$ cat src/rtl/tx_frame_arbiter.sv
// Round-robin sequencer that shares one frame transmitter between NUM_REQ queues.
// Grants one queue per frame, waits for tx_done or a watchdog abort, then enforces an idle gap.
module tx_frame_arbiter #(
  parameter int unsigned NUM_REQ        = 4,
  parameter int unsigned IDX_W          = 2,
  parameter int unsigned IFG_CYCLES     = 12,
  parameter int unsigned TIMEOUT_CYCLES = 2048
) (
  input  logic               i_clk,
  input  logic               i_rst,
  input  logic               i_enable,
  input  logic [NUM_REQ-1:0] i_req,
  input  logic               i_tx_done,
  output logic [NUM_REQ-1:0] o_grant,
  output logic [IDX_W-1:0]   o_grant_idx,
  output logic               o_start_tx,
  output logic               o_tx_busy,
  output logic               o_timeout_err
);

  typedef enum logic [1:0] {StIdle, StWaitDone, StIfg} state_e;

  localparam logic [IDX_W:0] NUM_REQ_W = (IDX_W + 1)'(NUM_REQ);
  localparam logic [15:0]    WD_LAST   = 16'(TIMEOUT_CYCLES - 1);
  localparam logic [15:0]    IFG_LAST  = 16'(IFG_CYCLES - 1);

  state_e               r_state, w_state_nxt;
  logic [NUM_REQ-1:0]   r_grant, w_grant_nxt;
  logic [IDX_W-1:0]     r_grant_idx, w_grant_idx_nxt;
  logic [IDX_W-1:0]     r_rr_ptr, w_rr_ptr_nxt;
  logic                 r_start_tx, w_start_tx_nxt;
  logic                 r_tx_busy, w_tx_busy_nxt;
  logic                 r_timeout_err, w_timeout_err_nxt;
  logic [15:0]          r_wd_cnt, w_wd_cnt_nxt;
  logic [15:0]          r_ifg_cnt, w_ifg_cnt_nxt;

  logic                 w_found;
  logic [IDX_W-1:0]     w_pick_idx;
  logic [IDX_W:0]       w_cand;
  logic [IDX_W:0]       w_ptr_inc;

  // First requesting queue at or above the round-robin pointer, wrapping at NUM_REQ.
  always_comb begin
    w_found    = 1'b0;
    w_pick_idx = '0;
    w_cand     = '0;
    for (int k = 0; k < NUM_REQ; k++) begin
      w_cand = {1'b0, r_rr_ptr} + (IDX_W + 1)'(k);
      if (w_cand >= NUM_REQ_W) begin
        w_cand = w_cand - NUM_REQ_W;
      end
      if (!w_found && i_req[w_cand[IDX_W-1:0]]) begin
        w_found    = 1'b1;
        w_pick_idx = w_cand[IDX_W-1:0];
      end
    end
  end

  always_comb begin
    w_state_nxt       = r_state;
    w_grant_nxt       = r_grant;
    w_grant_idx_nxt   = r_grant_idx;
    w_rr_ptr_nxt      = r_rr_ptr;
    w_start_tx_nxt    = 1'b0;
    w_timeout_err_nxt = 1'b0;
    w_wd_cnt_nxt      = r_wd_cnt;
    w_ifg_cnt_nxt     = r_ifg_cnt;
    w_ptr_inc         = {1'b0, r_grant_idx} + 1'b1;
    if (w_ptr_inc == NUM_REQ_W) begin
      w_ptr_inc = '0;
    end

    case (r_state)
      StIdle: begin
        if (i_enable && w_found) begin
          w_grant_nxt     = NUM_REQ'(1) << w_pick_idx;
          w_grant_idx_nxt = w_pick_idx;
          w_start_tx_nxt  = 1'b1;
          w_wd_cnt_nxt    = '0;
          w_state_nxt     = StWaitDone;
        end
      end
      StWaitDone: begin
        // A done arriving on the timeout cycle wins and suppresses the error pulse.
        if (i_tx_done || (r_wd_cnt == WD_LAST)) begin
          w_grant_nxt       = '0;
          w_rr_ptr_nxt      = w_ptr_inc[IDX_W-1:0];
          w_ifg_cnt_nxt     = IFG_LAST;
          w_timeout_err_nxt = !i_tx_done;
          w_state_nxt       = StIfg;
        end else begin
          w_wd_cnt_nxt = r_wd_cnt + 16'd1;
        end
      end
      StIfg: begin
        if (r_ifg_cnt == '0) begin
          w_state_nxt = StIdle;
        end else begin
          w_ifg_cnt_nxt = r_ifg_cnt - 16'd1;
        end
      end
      default: begin
        w_state_nxt = StIdle;
        w_grant_nxt = '0;
      end
    endcase

    w_tx_busy_nxt = (w_state_nxt != StIdle);
  end

  always_ff @(posedge i_clk) begin
    if (i_rst) begin
      r_state       <= StIdle;
      r_grant       <= '0;
      r_grant_idx   <= '0;
      r_rr_ptr      <= '0;
      r_start_tx    <= 1'b0;
      r_tx_busy     <= 1'b0;
      r_timeout_err <= 1'b0;
      r_wd_cnt      <= '0;
      r_ifg_cnt     <= '0;
    end else begin
      r_state       <= w_state_nxt;
      r_grant       <= w_grant_nxt;
      r_grant_idx   <= w_grant_idx_nxt;
      r_rr_ptr      <= w_rr_ptr_nxt;
      r_start_tx    <= w_start_tx_nxt;
      r_tx_busy     <= w_tx_busy_nxt;
      r_timeout_err <= w_timeout_err_nxt;
      r_wd_cnt      <= w_wd_cnt_nxt;
      r_ifg_cnt     <= w_ifg_cnt_nxt;
    end
  end

  assign o_grant       = r_grant;
  assign o_grant_idx   = r_grant_idx;
  assign o_start_tx    = r_start_tx;
  assign o_tx_busy     = r_tx_busy;
  assign o_timeout_err = r_timeout_err;

endmodule

$ cat config.mk
export PLATFORM = sky130hd
export DESIGN_NAME = tx_frame_arbiter
export DESIGN_NICKNAME = d
export VERILOG_FILES = /design/src/rtl/tx_frame_arbiter.sv
export SDC_FILE = /design/constraint.sdc
export NUM_CORES = 1
export LEC_CHECK = 0
export CORE_MARGIN = 2
export CORE_UTILIZATION = 35
export DETAILED_ROUTE_END_ITERATION = 7
export SLEW_MARGIN = 20
export SYNTH_ARGS = -nofsm -noshare
export SYNTH_HDL_FRONTEND = slang
export SYNTH_SLANG_ARGS = --single-unit
$ cat constraint.sdc
create_clock -name i_clk -period 2.7 [get_ports i_clk]
set_clock_uncertainty 0.05 [all_clocks]
set_input_delay 0.405 -clock i_clk [delete_from_list [all_inputs] [get_ports i_clk]]
set_output_delay 0.405 -clock i_clk [all_outputs]
set_load 0.02 [all_outputs]
* After elaboration in Yosys (flattened, before gate mapping)
Cells that the tools add are included.
** Word-level totals
- Bits in latches :: 0
- Output and inout bits :: 9
- Register bits after elaboration :: 45
- Input bits :: 8
- Memories :: 0
- Bits in writable memories :: 0
- Word-level logic and storage cells :: 96
- ROM bits :: 0
** Cells by class
- $lt $le $gt $ge :: 8
- Add/subtract/negate cells :: 10
- Div/mod/pow operators :: 0
- Mux-type cells :: 35
- Equal/unequal tests :: 8
- Shift operators :: 1
- Reductions and logical operators :: 21
- Multipliers :: 0
- Bitwise logic cells :: 4
** Operators with widths (count)
- 2-to-1 mux 16 bit :: 4
- one-hot mux 16 bit (2 select lines) :: 2
- 2-to-1 mux 2 bit :: 12
- adder 16 x 1 -> 16 bit, second input constant :: 1
- equality test 16 x 11 -> 1 bit, second input constant :: 1
- zero test 16 bit :: 1
- subtractor 16 x 1 -> 16 bit, second input constant :: 1
- < comparator 2 x 3 -> 1 bit, second input constant :: 4
- one-hot mux 4 bit (3 select lines) :: 1
- greater-or-equal comparator 3 bit, second input constant :: 3
- 2-to-1 mux 1 bit :: 9
- AND reduction 3 bit :: 3
- binary-select mux 1 bit (select 2 bit) :: 4
- 2-to-1 mux 4 bit :: 2
- != test 2 bit, second input constant :: 4
- subtractor 2 x 1 -> 2 bit, second input constant :: 4
- adder 2 x 1 -> 3 bit, second input constant :: 2
- adder 2 x 2 -> 3 bit, second input constant :: 2
- one-hot mux 2 bit (3 select lines) :: 1
- nonzero test 2 bit :: 3
- logical AND 1 bit :: 4
- zero test 1 bit :: 4
- NOT 1 bit :: 4
- AND reduction 2 bit :: 2
- 9 further kinds :: 9

* Longest topological paths before layout
- Depth after elaboration :: 18
- Mapped depth :: 7
- Mapped depth without buffers :: 7

* Worst setup path after synthesis
Ideal clock, no wire load.
- Path type :: register -> register
- Start :: register r_wd_cnt[0]
- End :: register r_rr_ptr[0]
- Data arrival time :: 1747 ps
- Path slack :: 832 ps
- Path buffers :: 0
- Data required time :: 2579 ps
- Setup time :: 71 ps
- Stages on the path, launching flop included :: 7
- Cell sequence :: dfxtp_1 > ha_1 > nor4bb_1 > nand4_2 > a21o_1 > or3_1 > a21oi_1
** Between the ends
- Longest elaborated chain between the ends :: 3
** RTL lines
- start: declaration :: line 34 : logic [15:0] r_wd_cnt, w_wd_cnt_nxt;
- start signal: assignment :: line 130 : r_wd_cnt <= w_wd_cnt_nxt;
- equality test 16 x 11 -> 1 bit :: line 85 : if (i_tx_done || (r_wd_cnt == WD_LAST)) begin
- logical OR 1 bit :: line 85
- AND reduction 2 bit (no line)
- end signal: assignment :: line 126 : r_rr_ptr <= w_rr_ptr_nxt;
- end: declaration :: line 30 : logic [IDX_W-1:0] r_rr_ptr, w_rr_ptr_nxt;
Every way passes these cells.
A chain may end at the register's enable or synchronous reset.

* Final worst setup path
- Start :: register r_wd_cnt[0]
- End :: register r_ifg_cnt[6]
** Between the ends
- Longest elaborated chain between the ends :: 4
** RTL lines
- equality test 16 x 11 -> 1 bit :: line 85
- logical OR 1 bit :: line 85
- != test 2 bit (no line)
- AND reduction 3 bit (no line)
- end signal: assignment :: line 131 : r_ifg_cnt <= w_ifg_cnt_nxt;
- end: declaration :: line 35 : logic [15:0] r_ifg_cnt, w_ifg_cnt_nxt;
Every way passes these cells.

==> reports/metrics.yaml <==
synth-edff-count: 0
stdcell_area_mm2: 0.00251
synthXorXnorAreaFrac_pct: 9.10
fp.dieW_um: 81.8
synthTopCellsByCount: "45 x dfxtp_1, 36 x nor2_1, 13 x a21oi_1, 13 x xor2_1, 12 x nand3_1"
multi_input_area_mm2: 0.00115
ys.warnings.count: 0
place_ws_ns: 0.347
fmax_mhz: 472
io_pins: 17
finalSetupViolations: 0
synth_top_family_by_area: "simple AND/OR/NAND/NOR gates"
nets: 272
numPortBuffers: 16
post-route-period-util_pct: 78.4
synth_area_leaders: "dfxtp_1 43%, nor2_1 6.4%, xor2_1 5.4%"
cts_sinks: 45
synth.most_common_cell: "dfxtp_1"
p_sw_share_pct: 22.6
clk_latency_ns: 0.29
cts_buffer_depth: 2
clockRootBuffer: "clkbuf_8"
final_cells: 337
grt_max_degree: 18
power_density_mw_per_mm2: 575
syn_avg_cell_area_um2: 8.82
cts-htree-levels: 2
vias: 1668
rows: 28
fillers: 598
critPathMaxStageDelay_ns: 0.42
area_growth_pct: 18.7
synth_compound_area_share_pct: 9.75
muxShareOfSynthArea_pct: 1.95
drc: 0
setup_slack_ns: 0.582
crit_chain: "ha_1 > nor4bb_1 > nand4_2 > a21o_1 > nand2b_1 > nor2_1"
p_int_uw: 1120
maxCapViolCount: 0
wl_per_cell_um: 12.5
arrival_ns: 2.23
dp_hpwl_um: 3010
synthAdderAreaFrac_pct: 1.77
grt_pass1_vias: 1554
path_max_fanout: 13
slew_viol_final: 0
hp-class: "reg -> reg"
switchingPower_uw: 327
grt_pass1_wl_um: 7090
max_slew.worst_pin.slew_ns: 0.613
tns_ns: 0
p_leak_uw: 0.000907
path_class: "reg -> reg"
synth.largest_area_cell: "dfxtp_1"
synth_nets: 251
end_kind: "register"
die_height_um: 81.8
p_clk_share_pct: 40.8
die-area_mm2: 0.00669
dr.first_iter.drc_count: 52
comb_power_share_pct: 11.0
clkTransAtPathRegs_ns: 0.08
drtPass1Iterations: 4
finalHoldViolations: 0
seq_area_frac_synth_pct: 42.6
ctsHoldBuffers: 0
synth_flop_cell: "dfxtp_1"
rsz0062_at_grt: "false"
relSlewSlack_pct: 58.9
min_period_ns: 2.12
place.gp.congestion: 0.759
netlist_instances: 240
totalWireLength_um: 4210
antenna_found_initial: 0
ir_worst_vdd_uv: 340
yosys.area_share.simple_pct: 31.6
numCtsBuffers: 5
grt_overflow: 0
drive_gt1_share_pct: 8.78
core_area_mm2: 0.00589
cp-start-kind: "register"
synth-seq-cells: 45
p_seq_share_pct: 48.2
post_cts_buffers: 0
start_util_pct: 36.0
postCtsResizedCells: 0
synth_top_area_share_pct: 42.6
antennaDiodeCount: 0
postPlaceCellArea_mm2: 0.00238
status: "complete, no violations"
ys_types: 44
cts_tree: "built"
crit_slowest_cell: "nand2b_1"
syn_area_mm2: 0.00212
via_per_inst: 4.95
postRouteAntennaNets: 0
seq_area_um2: 901
placed_cells: 329
async_reset_ff_share_pct: 0
crit_required_ns: 2.81
groute.usage.overall_pct: 13.7
==> final timing paths <==
path | cells past startpoint | end | from | slack [ns]
worst min register to register | 1 | o_grant[3]$_SDFFE_PP0P_ | o_grant[3]$_SDFFE_PP0P_ | 0.42
worst max register to register | 6 | r_ifg_cnt[6]$_SDFFE_PP0P_ | r_wd_cnt[0]$_SDFFE_PP0P_ | 0.58
worst min-delay path | 1 | o_grant[3]$_SDFFE_PP0P_ | o_grant[3]$_SDFFE_PP0P_ | 0.42
worst max-delay path | 6 | r_ifg_cnt[6]$_SDFFE_PP0P_ | r_wd_cnt[0]$_SDFFE_PP0P_ | 0.58
==> critical path: cells and delay by family (launching register included) <==
kind                       cells  cell delay [ns]
adders and majority gates      1             0.20
AOI/OAI and AO/OA              1             0.29
and+or+nand+nor                4             1.05
DFF                            1             0.39
==> kinds of logic after synthesis <==
kind of cell | count (synthesis)
xor gates and xnor gates | 22
adders and majority gates | 3
and+or+nand+nor | 117
AOI/OAI and AO/OA | 31
buffers and inverters | 18
muxes | 4
DFF | 45
==> sequential cells by signal, summed over array words and instances (netlist names), 2 cells and up <==
register,flops
r_ifg_cnt,16
r_state,2
o_grant_idx,2
r_rr_ptr,2
r_wd_cnt,16
o_grant,4
==> stage by stage <==
stage	util, %	power, µW	hold slack [ns]
after floorplan	-	817	0.403
after CTS	42.7	1470	0.424
final	42.7	1440	0.421
after global routing	42.7	1520	0.439
after global placement	40.4	871	0.406
after detailed placement	40.4	871	0.400
==> metal layers <==
| layer | up-vias | track usage (%) | part of all wire, % |
|---|---|---|---|
| li1 | 883 | - | - |
| met1 | 769 | 18.4 | 51 |
| met2 | 12 | 21.0 | 45 |
| met3 | 4 | 4.62 | 2.2 |
| met4 | 0 | 4.17 | 1.2 |
| met5 | - | 0 | 0 |
==> area by class of cell <==
type / count / area share (%)
inverter: 11 / 1.64
timing repair buffer: 21 / 7.86
tap: 75 / 3.73
clock inverter: 3 / 2.59
clock buffer: 5 / 2.74
multi-input combinational: 177 / 45.6
sequential: 45 / 35.8
==> power groups by stage <==
stage | Clock, µW | Sequential (µW) | Combinational, µW
floorplan | 0 | 718 | 99.5
global placement | 0 | 712 | 158
detailed placement | 0 | 712 | 159
CTS | 611 | 697 | 159
global route | 643 | 699 | 178
finish | 589 | 697 | 158
==> placed cells by master, fill, tap and decap left out, types with 6 or more instances in the layout <==
master | synthesis | final
a21oi_1 | 13 | 13
clkdlybuf4s50_1 | 0 | 16
dfxtp_1 | 45 | 45
inv_1 | 11 | 11
nand2_1 | 11 | 11
nand2b_1 | 6 | 6
nand3_1 | 12 | 12
nand4_1 | 7 | 7
nor2_1 | 36 | 36
nor3_1 | 8 | 8
xnor2_1 | 9 | 9
xor2_1 | 13 | 13
Power figures use the tool's default switching activity.
